[config.mk]
export PLATFORM = sky130hd
export DESIGN_NAME = enet_mdio
export DESIGN_NICKNAME = d
export VERILOG_FILES = /design/src/rtl/enet_mdio_pkg.sv /design/src/rtl/enet_mdc_gen.sv /design/src/rtl/enet_mdio.sv
export SDC_FILE = /design/constraint.sdc
export NUM_CORES = 1
export LEC_CHECK = 0
export CELL_PAD_IN_SITES_DETAIL_PLACEMENT = 0
export CELL_PAD_IN_SITES_GLOBAL_PLACEMENT = 1
export CORE_UTILIZATION = 37
export DETAILED_ROUTE_END_ITERATION = 6
export PLACE_DENSITY_LB_ADDON = 0.05
export RECOVER_POWER = 50
export SYNTH_ARGS = -nofsm -noshare
export SYNTH_HDL_FRONTEND = slang
export SYNTH_SLANG_ARGS = --single-unit
[constraint.sdc]
create_clock -name i_clk -period 3.1 [get_ports i_clk]
set_input_delay 0.62 -clock i_clk [delete_from_list [all_inputs] [get_ports i_clk]]
set_output_delay 0.62 -clock i_clk [all_outputs]
set_load 0.03 [all_outputs]
[src/rtl/enet_mdio_pkg.sv]
// enet_mdio_pkg: shared types and MDIO frame constants for the MDIO master.
// Contents: FSM state enum, start/opcode/turnaround patterns, header width.
package enet_mdio_pkg;
    typedef enum logic [2:0] {S_RESET, S_IDLE, S_PRE, S_HDR, S_TA, S_DATA, S_DONE} state_t;
    localparam logic [1:0] MDIO_ST    = 2'b01;
    localparam logic [1:0] MDIO_OP_WR = 2'b01;
    localparam logic [1:0] MDIO_OP_RD = 2'b10;
    localparam logic [1:0] MDIO_TA_WR = 2'b10;
    localparam int         HDR_BITS   = 14;
endpackage

[src/rtl/enet_mdc_gen.sv]
// enet_mdc_gen: free-running MDC divider with one-cycle pre-edge strobes.
// Ports: i_clk/i_rst (sync, active-high); o_mdc management clock (period
// 2*CLKDIV); o_fall_stb / o_rise_stb high in the cycle before each MDC edge.
module enet_mdc_gen #(
    parameter int CLKDIV = 4
) (
    input  logic i_clk,
    input  logic i_rst,
    output logic o_mdc,
    output logic o_fall_stb,
    output logic o_rise_stb
);
    localparam int DW = $clog2(CLKDIV);
    logic [DW-1:0] cnt_q;
    logic          mdc_q;
    logic          wrap;
    assign wrap       = cnt_q == DW'(CLKDIV - 1);
    assign o_mdc      = mdc_q;
    assign o_fall_stb = wrap && mdc_q;
    assign o_rise_stb = wrap && !mdc_q;
    always_ff @(posedge i_clk) begin
        if (i_rst) begin
            cnt_q <= '0;
            mdc_q <= 1'b0;
        end else begin
            cnt_q <= wrap ? '0 : cnt_q + 1'b1;
            mdc_q <= wrap ? !mdc_q : mdc_q;
        end
    end
endmodule

[src/rtl/enet_mdio.sv]
// enet_mdio: wishbone-pipelined MDIO (clause 22) master, one request at a time.
// Ports: i_clk/i_rst (sync, active-high); i_wb_cyc/stb/we, i_wb_addr {PHY,REG},
// i_wb_data write data; o_wb_ack, o_wb_stall, o_wb_data {15'h0, err, rdata};
// o_mdc management clock, o_mdio/o_mdwe pin drive and enable, i_mdio pin value.
module enet_mdio
    import enet_mdio_pkg::*;
#(
    parameter int CLKDIV        = 4,
    parameter int PREAMBLE_BITS = 32,
    parameter int RESET_BITS    = 64
) (
    input  logic        i_clk,
    input  logic        i_rst,
    input  logic        i_wb_cyc,
    input  logic        i_wb_stb,
    input  logic        i_wb_we,
    input  logic [9:0]  i_wb_addr,
    input  logic [15:0] i_wb_data,
    output logic        o_wb_ack,
    output logic        o_wb_stall,
    output logic [31:0] o_wb_data,
    output logic        o_mdc,
    output logic        o_mdio,
    output logic        o_mdwe,
    input  logic        i_mdio
);
    localparam int CW = $clog2(RESET_BITS > 32 ? RESET_BITS : 32);
    state_t                state_q, state_d;
    logic [CW-1:0]         cnt_q, cnt_d, cnt_m1;
    logic [HDR_BITS-1:0]   hdr_q, hdr_d;
    logic [15:0]           data_q, data_d, rdata_q, rdata_d;
    logic                  req_q, req_d, we_q, we_d, cyc_ok_q, cyc_ok_d;
    logic                  err_sh_q, err_sh_d, err_q, err_d, mdio_q, mdio_d, mdwe_q, mdwe_d;
    logic                  fall_stb, rise_stb, last, accept;
    enet_mdc_gen #(.CLKDIV(CLKDIV)) u_mdc (
        .i_clk      (i_clk),
        .i_rst      (i_rst),
        .o_mdc      (o_mdc),
        .o_fall_stb (fall_stb),
        .o_rise_stb (rise_stb)
    );
    // cnt_q counts down the bits left in the current field; each field's first
    // bit is loaded by the fall_stb that leaves the previous field.
    assign cnt_m1     = cnt_q - 1'b1;
    assign last       = cnt_q == '0;
    assign o_wb_stall = (state_q != S_IDLE) || req_q;
    assign accept     = i_wb_stb && !o_wb_stall;
    assign o_wb_ack   = (state_q == S_DONE) && cyc_ok_q;
    assign o_wb_data  = {15'h0, err_q, rdata_q};
    assign o_mdio     = mdio_q;
    assign o_mdwe     = mdwe_q;
    always_comb begin
        state_d  = state_q;
        cnt_d    = cnt_q;
        hdr_d    = hdr_q;
        data_d   = data_q;
        rdata_d  = rdata_q;
        req_d    = req_q;
        we_d     = we_q;
        cyc_ok_d = cyc_ok_q && i_wb_cyc;
        err_sh_d = err_sh_q;
        err_d    = err_q;
        mdio_d   = mdio_q;
        mdwe_d   = mdwe_q;
        case (state_q)
            S_RESET: if (fall_stb) begin
                cnt_d   = cnt_m1;
                state_d = last ? S_IDLE : S_RESET;
                mdwe_d  = !last;
            end
            S_IDLE: if (accept) begin
                req_d    = 1'b1;
                we_d     = i_wb_we;
                cyc_ok_d = i_wb_cyc;
                hdr_d    = {MDIO_ST, i_wb_we ? MDIO_OP_WR : MDIO_OP_RD, i_wb_addr};
                data_d   = i_wb_data;
            end else if (req_q && fall_stb) begin
                req_d  = 1'b0;
                mdwe_d = 1'b1;
                if (PREAMBLE_BITS > 0) begin
                    state_d = S_PRE;
                    cnt_d   = CW'(PREAMBLE_BITS - 1);
                    mdio_d  = 1'b1;
                end else begin
                    state_d = S_HDR;
                    cnt_d   = CW'(HDR_BITS - 1);
                    mdio_d  = hdr_q[HDR_BITS-1];
                end
            end
            S_PRE: if (fall_stb) begin
                state_d = last ? S_HDR : S_PRE;
                cnt_d   = last ? CW'(HDR_BITS - 1) : cnt_m1;
                mdio_d  = last ? hdr_q[HDR_BITS-1] : 1'b1;
            end
            S_HDR: if (fall_stb) begin
                // reads release the pin for the whole turnaround
                state_d = last ? S_TA : S_HDR;
                cnt_d   = last ? CW'(1) : cnt_m1;
                mdwe_d  = last ? we_q : 1'b1;
                mdio_d  = last ? (!we_q || MDIO_TA_WR[1]) : hdr_q[cnt_m1[3:0]];
            end
            S_TA: begin
                // a PHY pulls the second turnaround bit low; a pulled-up 1 means no PHY
                err_sh_d = (rise_stb && last) ? i_mdio : err_sh_q;
                if (fall_stb) begin
                    state_d = last ? S_DATA : S_TA;
                    cnt_d   = last ? CW'(15) : cnt_m1;
                    mdio_d  = !we_q || (last ? data_q[15] : MDIO_TA_WR[0]);
                end
            end
            S_DATA: begin
                data_d = (rise_stb && !we_q) ? {data_q[14:0], i_mdio} : data_q;
                if (fall_stb) begin
                    cnt_d  = cnt_m1;
                    mdio_d = last || !we_q || data_q[cnt_m1[3:0]];
                    if (last) begin
                        state_d = S_DONE;
                        mdwe_d  = 1'b0;
                        err_d   = !we_q && err_sh_q;
                        rdata_d = we_q ? rdata_q : data_q;
                    end
                end
            end
            S_DONE: state_d = S_IDLE;
            default: state_d = S_RESET;
        endcase
    end
    always_ff @(posedge i_clk) begin
        if (i_rst) begin
            state_q  <= S_RESET;
            cnt_q    <= CW'(RESET_BITS - 1);
            hdr_q    <= '0;
            data_q   <= '0;
            rdata_q  <= '0;
            req_q    <= 1'b0;
            we_q     <= 1'b0;
            cyc_ok_q <= 1'b0;
            err_sh_q <= 1'b0;
            err_q    <= 1'b0;
            mdio_q   <= 1'b1;
            mdwe_q   <= 1'b1;
        end else begin
            state_q  <= state_d;
            cnt_q    <= cnt_d;
            hdr_q    <= hdr_d;
            data_q   <= data_d;
            rdata_q  <= rdata_d;
            req_q    <= req_d;
            we_q     <= we_d;
            cyc_ok_q <= cyc_ok_d;
            err_sh_q <= err_sh_d;
            err_q    <= err_d;
            mdio_q   <= mdio_d;
            mdwe_q   <= mdwe_d;
        end
    end
endmodule

==> results.py, run 1 <==
metrics = {
    "routing": {
        "remaining_drc_errors": 0,
        "final_antenna_net_count": 0,
        "wl_per_cell_um": 15.4,
        "dr.pass1.iters": 4,
        "viasPerCell": 5.30,
        "wirelength_um": 9130,
        "vias": 3132,
        "drt_iter0_drc": 164,
    },
    "run_status": {
        "status": "finished clean",
    },
    "global_route": {
        "grt_use_total_pct": 20.2,
        "grt_first_pass_wirelength_um": 15400,
        "grt_start_max_net_pins": 62,
        "antenna_found_initial": 0,
        "overflow": 0,
        "grt_pass1_vias": 2949,
    },
    "floorplan": {
        "io_pins": 69,
        "dieArea_mm2": 0.00950,
        "die_y_um": 97.5,
        "rows": 34,
        "coreArea_mm2": 0.00876,
        "initial_core_util_pct": 38.5,
        "die_x_um": 97.5,
    },
    "layout": {
        "areaGrowthSynthToFinish_pct": 21.5,
        "num_antenna_cells": 0,
        "mostFrequentLayoutCell": "nand2_1",
        "drive_above_1_share_pct": 7.45,
        "layout_common_cells": "nand2_1 (94), dfxtp_1 (63), a21oi_1 (45), nor2_1 (43), clkdlybuf4s50_1 (32)",
        "nNetsFinal": 516,
        "final_cell_count_no_fill": 591,
    },
    "setup_path": {
        "worstPathCellList": "inv_1 -> ha_1 -> or4b_4 -> nor2_1 -> nand2_2 -> or3_1 -> nand2_1 -> a21oi_1",
        "end_kind": "flop",
        "reg2reg_slack_ns": 0.29,
        "critical_path_class": "reg2reg",
        "max_stage_delay_ns": 0.60,
        "critPathLaunchType": "flop",
        "critPathSlowestCell": "or3_1",
        "r2r-end": "rdata_q[11]",
        "cp_max_fo": 16,
        "arrival_ns": 2.97,
        "rr_startpoint": "cnt_q[0]",
        "reg2regPathDepth": 8,
        "cp.required_ns": 3.27,
    },
    "synth": {
        "ys_warn_count": 0,
        "ys_seq_elements": 63,
        "synth_largest_area_cell": "dfxtp_1",
        "synth_top_area_share_pct": 37.4,
        "ys_types": 51,
        "netlist_area_mm2": 0.00337,
        "seq_area_frac_synth_pct": 37.4,
        "syn-instance-count": 439,
        "synthTopCellsByArea": "dfxtp_1 (37%), nand2_1 (10%), a21oi_1 (6.7%)",
        "avgSynthCellArea_um2": 7.68,
    },
    "timing": {
        "finalSetupViolCount": 0,
        "fin_tns_setup_ns": 0,
        "fin_crit_ns": 2.81,
        "rsz0062_at_grt": "no",
        "skew_ns": 0.00521,
        "relSlewSlack_pct": 14.4,
        "fmax_mhz": 356,
        "tightest_slew_ns": 1.28,
        "final_max_slew_viol_count": 0,
        "finalHoldViolations": 0,
        "post-route-period-util_pct": 90.6,
    },
    "place": {
        "gp_congestion": 0.849,
        "placed_cells_incl_taps": 576,
        "hpwl_um": 6390,
        "port_buffers": 53,
    },
    "clocking": {
        "cts-htree-levels": 3,
        "cts_max_path_buffers": 2,
        "cts_sinks": 63,
        "cts.clk_slew.worst_paths_ns": 0.07,
        "cts-resized-gates": 0,
        "cts_setup_buffers": 0,
        "postCtsHoldBufs": 0,
        "numCtsBuffers": 9,
        "cts_tree": "built",
        "insertion_delay_ns": 0.34,
        "ctsRootBufferMaster": "clkbuf_8",
    },
    "power_and_ir_drop": {
        "power.density_mw_per_mm2": 414,
        "peakVddDrop_mv": 0.236,
        "p_leak_nw": 1.45,
    },
    "run": {
        "cap_violations": 0,
    },
    "worst_hold_path": {
        "whs_path_depth": 1,
        "hold_path_startpoint": "u_mdc.cnt_q[0]",
        "min_to": "u_mdc.cnt_q[0]",
        "hold_class": "reg2reg",
    },
}
-- area by class of cell --
cell class	instances	area (um2)
Sequential cell	63	1260
Inverter	8	30.0
Clock inverter	4	70.1
Fill cell	924	4670
Multi-Input combinational cell	333	1860
Timing Repair Buffer	64	597
Tap cell	108	135
Clock buffer	11	141
-- how the worst max path moves through the flow --
stage | startpoint | endpoint | slack [ns] | cells past startpoint
final | cnt_q[0] | rdata_q[11] | 0.29 | 8
after detailed placement | cnt_q[0] | rdata_q[11] | 0.52 | 8
after global placement | cnt_q[0] | rdata_q[14] | 0.59 | 8
after floorplan | cnt_q[0] | o_mdio | 0.47 | 9
after CTS | state_q[0] | o_wb_stall | 0.33 | 4
after global routing | cnt_q[0] | rdata_q[8] | 0.12 | 8
-- cells in the mapped netlist, drive strengths merged --
master,count
a21o,5
or3,2
nor3,6
or4,1
o31ai,5
nand4,3
a221oi,1
a31oi,1
o31a,1
o32a,2
o221ai,3
or4b,2
o21a,1
and2,2
o211a,2
ha,5
nor2,43
mux4,5
a311oi,17
xnor2,1
nor3b,2
a211oi,3
conb,1
nand2b,6
or2,2
clkbuf,27
buf,22
a21oi,45
dfxtp,63
xor2,1
inv,8
o22ai,6
nor2b,4
nand2,95
o311ai,1
nor4,3
mux2i,3
nand3,19
o21ai,20
-- power by group --
| group | internal [W] | switching [W] | total, W |
|---|---|---|---|
| Sequential | 0.000813 | 0.00000218 | 0.000816 |
| Combinational | 0.0000419 | 0.0000545 | 0.0000963 |
| Clock | 0.000468 | 0.000318 | 0.000786 |
-- stage by stage --
stage	hold WS [ns]	utilization, %	setup WS (ns)	area [um2]	total power [W]
finish	0.434	46.8	0.293	4100	0.00170
global route	0.471	46.8	0.118	4100	0.00176
CTS	0.441	47.1	0.328	4120	0.00173
detailed placement	0.431	44.6	0.518	3910	0.000932
global placement	0.413	44.6	0.592	3910	0.000931
floorplan	0.404	-	0.465	3420	0.000897
-- critical path: cells and delay by family (launching register included) --
family	cells	cell delay (ns)
AOI/OAI and AO/OA	1	0.07
and+or+nand+nor	5	1.76
DFF	1	0.32
buffers and inverters	1	0.17
adders and majority gates	1	0.30
-- per-layer routing --
layer / part of all wire [%] / track usage [%] / vias to the layer above
li1: - / - / 1591
met1: 49 / 28.1 / 1447
met2: 46 / 31.4 / 86
met3: 4.6 / 4.24 / 8
met4: 0.81 / 6.22 / 0
met5: 0 / 0 / -
-- flip-flops by register name, summed over array words and instances, names as in the netlist, 2 cells and up --
signal,cells
cnt_q,6
u_mdc.cnt_q,2
data_q,16
rdata_q,16
state_q,3
hdr_q,13
-- kinds of logic (layout without fill, tap and decap cells) --
| group | after synthesis | count (layout) | share of synthesized area (%) |
|---|---|---|---|
| other | 1 | 15 | 0.111 |
| muxes | 8 | 8 | 4.23 |
| and+or+nand+nor | 190 | 190 | 25.6 |
| xor gates and xnor gates | 2 | 2 | 0.742 |
| buffers and inverters | 57 | 87 | 8.87 |
| adders and majority gates | 5 | 5 | 1.86 |
| AOI/OAI and AO/OA | 113 | 113 | 21.2 |
| DFF | 63 | 63 | 37.4 |
(Power assumes the default switching activity.)
==> inputs of run 2 (changes only) <==
- CORE_MARGIN: default -> 10
==> run 2 against run 1 <==
- final area is 1.7% higher
- core utilization increased by 0.57 points
- sequential power barely moved
- routed wire length rose by 6.6%
- clock-buffer cell count is the same
- via count increased by 0.42%
- combinational power grew 1%
- first-iteration DRC count up 3.0%
- power up 7.3%
- largest cell class unchanged
- highest routed layer unchanged
==> results.py, run 2 (same netlist as run 1, synthesis figures left out) <==
metrics = {
    "place": {
        "port_buffers": 53,
        "post-place-ws_ns": 0.512,
        "hpwl_um": 6990,
        "gp_congestion": 0.869,
        "placed_cells_incl_taps": 579,
        "dpl_cell_area_mm2": 0.00394,
    },
    "routing": {
        "vias": 3145,
        "wl_met1_um": 4640,
        "final_antenna_net_count": 0,
        "wl_per_cell_um": 16.4,
        "wirelength_um": 9730,
        "dr.pass1.iters": 5,
        "drt_iter0_drc": 169,
        "remaining_drc_errors": 0,
        "top_layer_used": "met4",
        "wl_met3_um": 524,
        "wl_met2_um": 4510,
        "viasPerCell": 5.29,
    },
    "floorplan": {
        "rows": 34,
        "coreArea_mm2": 0.00881,
        "die_y_um": 115,
        "die_x_um": 115,
        "initial_core_util_pct": 38.3,
        "dieArea_mm2": 0.0133,
        "io_pins": 69,
    },
    "layout": {
        "drive_above_1_share_pct": 8.42,
        "mostFrequentLayoutCell": "nand2_1",
        "final_cell_count_no_fill": 595,
        "num_antenna_cells": 0,
        "design_area_mm2": 0.00417,
        "nNetsFinal": 519,
        "fillers": 935,
        "reg_top3": "data_q: 16 flops, rdata_q: 16 flops, hdr_q: 13 flops",
        "layout_common_cells": "nand2_1 (94), dfxtp_1 (63), a21oi_1 (45), nor2_1 (42), clkdlybuf4s50_1 (32)",
        "areaGrowthSynthToFinish_pct": 23.6,
    },
    "run": {
        "cap_violations": 0,
    },
    "power_and_ir_drop": {
        "peakVddDrop_mv": 0.236,
        "finalPower_w": 0.00182,
        "power.density_mw_per_mm2": 437,
        "p_leak_nw": 1.49,
    },
    "global_route": {
        "grt_first_pass_wirelength_um": 16100,
        "overflow": 0,
        "grt_start_max_net_pins": 62,
        "grt_use_total_pct": 14.8,
        "antenna_found_initial": 0,
        "grt_pass1_vias": 3148,
    },
    "timing": {
        "tightest_slew_ns": 1.31,
        "relSlewSlack_pct": 12.7,
        "fin_tns_setup_ns": 0,
        "finalHoldViolations": 0,
        "fmax_mhz": 373,
        "skew_ns": 0.00867,
        "fin_crit_ns": 2.68,
        "post-route-period-util_pct": 86.5,
        "fin_ws_ns": 0.419,
        "rsz0062_at_grt": "no",
        "final_max_slew_viol_count": 0,
        "finalSetupViolCount": 0,
    },
    "setup_path": {
        "crit_buf_inv": 1,
        "path_delay_family": "simple AND/OR/NAND/NOR gates",
        "arrival_ns": 2.84,
        "critPathLaunchType": "flop",
        "worstPathCellList": "inv_1 -> ha_1 -> or4b_1 -> nor2_4 -> nand2_2 -> or3_1 -> nand2_1 -> a21oi_1",
        "cp.required_ns": 3.26,
        "end_kind": "flop",
        "reg2reg_slack_ns": 0.42,
        "critical_path_class": "reg2reg",
        "critPathSlowestCell": "or4b_1",
        "cp_max_fo": 16,
        "rr_startpoint": "cnt_q[0]",
        "max_stage_delay_ns": 0.59,
        "cp-startpoint": "cnt_q[0]",
    },
    "clocking": {
        "cts_tree": "built",
        "cts_max_path_buffers": 2,
        "numCtsBuffers": 9,
        "ctsRootBufferMaster": "clkbuf_8",
        "cts_setup_buffers": 0,
        "cts-htree-levels": 3,
        "cts-resized-gates": 0,
        "postCtsHoldBufs": 0,
        "cts_sinks": 63,
        "cts.clk_slew.worst_paths_ns": 0.08,
        "insertion_delay_ns": 0.34,
    },
    "run_status": {
        "status": "finished clean",
    },
    "worst_hold_path": {
        "hold_class": "reg2reg",
        "hold_path_startpoint": "u_mdc.cnt_q[0]",
    },
}
-- run 2: changes by cell type in the layout (fill, tap and decap cells not counted) --
cell       delta
nor2_4        +1
clkbuf_8      +1
nor2_1        -1
clkbuf_1      -1
or4b_4        -1
buf_4         +3
or4b_1        +1
clkinv_2      -1
clkinv_4      +1
bufinv_16     +1
-- run 2: worst paths after layout --
path                                  endpoint  cells past startpoint
worst max-delay path               rdata_q[13]                      8
worst min-delay path            u_mdc.cnt_q[0]                      1
worst max register to register     rdata_q[13]                      8
worst min register to register  u_mdc.cnt_q[0]                      1
-- run 2: metrics by stage --
stage / hold slack, ns / util (%)
6_report: 0.438 / 47.3
5_1_grt: 0.472 / 47.3
4_1_cts: 0.440 / 47.6
3_5_place_dp: 0.429 / 44.7
3_3_place_gp: 0.414 / 44.7
2_1_floorplan: 0.404 / -
-- run 2: layer usage --
layer	GRT usage, %	vias up
met1	19.5	1473
li1	-	1590
met5	0	-
met4	3.04	0
met3	4.24	7
met2	23.6	75
-- run 2: cell type report --
| cell class | count | area (um2) | share of cell area, % |
|---|---|---|---|
| clock buffers | 11 | 151 | 3.63 |
| clock inverters | 5 | 104 | 2.49 |
| inverters | 8 | 30.0 | 0.721 |
| multi-input cells | 333 | 1870 | 44.8 |
| flip-flops and latches | 63 | 1260 | 30.3 |
| well taps | 108 | 135 | 3.24 |
| repair buffers | 67 | 619 | 14.9 |
-- run 2: worst reg2reg max path, stage by stage (launching register included) --
cell     delay, ns
dfxtp_1       0.31
inv_1         0.16
ha_1          0.30
or4b_1        0.60
nor2_4        0.21
nand2_2       0.10
or3_1         0.60
nand2_1       0.17
a21oi_1       0.07
-- run 2: report_power, final --
| group | total [W] | internal (W) | switching (W) |
|---|---|---|---|
| clock | 0.000909 | 0.000578 | 0.000331 |
| sequential | 0.000815 | 0.000813 | 0.00000217 |
| combinational | 0.0000973 | 0.0000417 | 0.0000556 |
| total | 0.00182 | 0.00143 | 0.000389 |
==> inputs of run 3 (changes only) <==
- CAP_MARGIN: default -> 40
- TNS_END_PERCENT: default -> 1
==> run 3 against run 2 <==
- final area is 1.3% lower
- highest routed layer unchanged
- routed wire length rose by 1.2%
- non-clock buffer count up 1
- combinational power barely moved
- register-to-register slack gained 0.05 ns
- maximum frequency is 0.16% lower
- critical path depth fell by 3
- sequential share of layout area grew 0.39 points
- power down 11%
- sequential power hardly changed
- largest cell class unchanged
- largest power group is now sequential cells
==> results.py, run 3 (same netlist as run 1, synthesis figures left out) <==
metrics = {
    "timing": {
        "rsz0062_at_grt": "no",
        "finalHoldViolations": 0,
        "fin_tns_setup_ns": 0,
        "whs_ns": 0.439,
        "tightest_slew_ns": 1.29,
        "finalSetupViolCount": 0,
        "final_max_slew_viol_count": 0,
        "relSlewSlack_pct": 14.1,
        "fin_crit_ns": 2.69,
        "post-route-period-util_pct": 86.6,
        "skew_ns": 0.0120,
        "fmax_mhz": 372,
    },
    "layout": {
        "areaGrowthSynthToFinish_pct": 22.0,
        "mostFrequentLayoutCell": "nand2_1",
        "reg_top3": "data_q: 16 flops, rdata_q: 16 flops, hdr_q: 13 flops",
        "fillers": 927,
        "nNetsFinal": 520,
        "layout_common_cells": "nand2_1 (94), dfxtp_1 (63), a21oi_1 (45), nor2_1 (41), clkdlybuf4s50_1 (34)",
        "num_antenna_cells": 0,
        "drive_above_1_share_pct": 8.40,
    },
    "floorplan": {
        "die_x_um": 115,
        "io_pins": 69,
        "coreArea_mm2": 0.00881,
        "die_y_um": 115,
        "initial_core_util_pct": 38.3,
        "rows": 34,
        "dieArea_mm2": 0.0133,
    },
    "setup_path": {
        "reg2regPathDepth": 8,
        "arrival_ns": 2.07,
        "critPathLaunchType": "flop",
        "worstPathCellList": "buf_4 -> nand2b_1 -> nor3_1 -> inv_1 -> clkdlybuf4s50_1",
        "end_kind": "output pin",
        "path_delay_family": "buffers and inverters",
        "critPathSlowestCell": "clkdlybuf4s50_1",
        "cp_max_fo": 17,
        "rr_startpoint": "u_mdc.cnt_q[0]",
        "cp.required_ns": 2.48,
        "r2r-end": "cnt_q[1]",
        "critical_path_class": "reg2out",
        "max_stage_delay_ns": 0.61,
        "reg2reg_slack_ns": 0.47,
        "crit_buf_inv": 3,
    },
    "routing": {
        "wirelength_um": 9850,
        "dr.pass1.iters": 4,
        "final_antenna_net_count": 0,
        "remaining_drc_errors": 0,
        "vias": 3182,
        "drt_iter0_drc": 131,
        "viasPerCell": 5.34,
        "wl_per_cell_um": 16.5,
    },
    "power_and_ir_drop": {
        "p_seq_share_pct": 50.5,
        "internal-power_w": 0.00123,
        "power.share.clock_pct": 43.4,
        "power_switching_w": 0.000386,
        "p_leak_nw": 1.46,
        "swShare_pct": 23.9,
        "pwr-share-comb_pct": 6.0,
        "power.density_mw_per_mm2": 392,
        "peakVddDrop_mv": 0.234,
    },
    "global_route": {
        "antenna_found_initial": 0,
        "overflow": 0,
        "grt_use_total_pct": 15.1,
        "grt_start_max_net_pins": 62,
        "grt_pass1_vias": 3243,
        "grt_first_pass_wirelength_um": 16400,
    },
    "clocking": {
        "cts_tree": "built",
        "numCtsBuffers": 9,
        "cts-htree-levels": 3,
        "postCtsHoldBufs": 0,
        "ctsRootBufferMaster": "clkbuf_8",
        "insertion_delay_ns": 0.34,
        "cts-resized-gates": 0,
        "cts_max_path_buffers": 2,
        "cts_setup_buffers": 0,
        "cts_sinks": 63,
        "cts.clk_slew.worst_paths_ns": 0.08,
    },
    "place": {
        "port_buffers": 53,
        "hpwl_um": 7060,
        "gp_congestion": 0.869,
    },
    "run_status": {
        "status": "finished clean",
    },
    "worst_hold_path": {
        "hold_class": "reg2reg",
        "whs_path_depth": 1,
        "min_to": "u_mdc.cnt_q[0]",
        "hold_path_startpoint": "u_mdc.cnt_q[0]",
    },
    "run": {
        "cap_violations": 0,
    },
}
-- run 3: cell count changes in the layout (fill, tap and decap cells not counted), moves of 2 or more --
cell | before | now
clkbuf_1 | 3 | 5
bufinv_16 | 3 | 1
clkdlybuf4s50_1 | 32 | 34
dlygate4sd3_1 | 20 | 18
clkbuf_8 | 11 | 9
clkinvlp_4 | 0 | 2
-- run 3: layer usage --
layer | vias up | routed length [um] | global-route usage [%]
met5 | - | 0 | 0
met3 | 8 | 525 | 4.34
met1 | 1498 | 4620 | 19.9
met2 | 82 | 4610 | 24.1
li1 | 1594 | - | -
met4 | 0 | 91 | 3.29
-- run 3: how the worst max path moves through the flow --
stage               slack, ns  depth (start not counted)      startpoint           to
finish                   0.41                          5      state_q[1]   o_wb_stall
global route             0.22                          8  u_mdc.cnt_q[0]     cnt_q[1]
CTS                      0.40                          5      state_q[1]   o_wb_stall
detailed placement       0.52                          8        cnt_q[0]   rdata_q[6]
global placement         0.59                          8        cnt_q[0]  rdata_q[14]
floorplan                0.47                          9        cnt_q[0]       o_mdio
-- run 3: power by group through the flow --
stage           logic, W  clock network [W]  registers [W]
2_1_floorplan  0.0000618                  0       0.000836
3_3_place_gp   0.0000977                  0       0.000834
3_5_place_dp   0.0000983                  0       0.000834
4_1_cts        0.0000981           0.000727       0.000815
5_1_grt         0.000106           0.000760       0.000816
6_report       0.0000971           0.000701       0.000815
-- run 3: layout make-up --
class                           instances  area, um2  area share [%]
Multi-Input combinational cell        333       1860            45.3
Sequential cell                        63       1260            30.6
Timing Repair Buffer                   68        634            15.4
Tap cell                              108        135            3.28
Clock buffer                           11        131            3.19
Clock inverter                          5       58.8            1.43
Inverter                                8       30.0           0.730
-- run 3: per-stage QoR --
step	setup slack, ns	util, %	cells	power (W)	area (um2)
finish	0.415	46.7	596	0.00161	4120
global route	0.220	46.7	596	0.00168	4120
CTS	0.401	47.0	596	0.00164	4140
detailed placement	0.521	44.9	580	0.000932	3950
global placement	0.586	44.7	579	0.000932	3940
floorplan	0.465	-	453	0.000897	3420
-- run 3: worst register-to-register path, cell delays in order, from the launching register on --
cell	delay, ns
dfxtp_1	0.34
ha_1	0.26
and2_0	0.15
clkbuf_1	0.31
o21ai_0	0.20
a21oi_1	0.56
o21ai_0	0.21
a211oi_1	0.36
o21ai_0	0.12
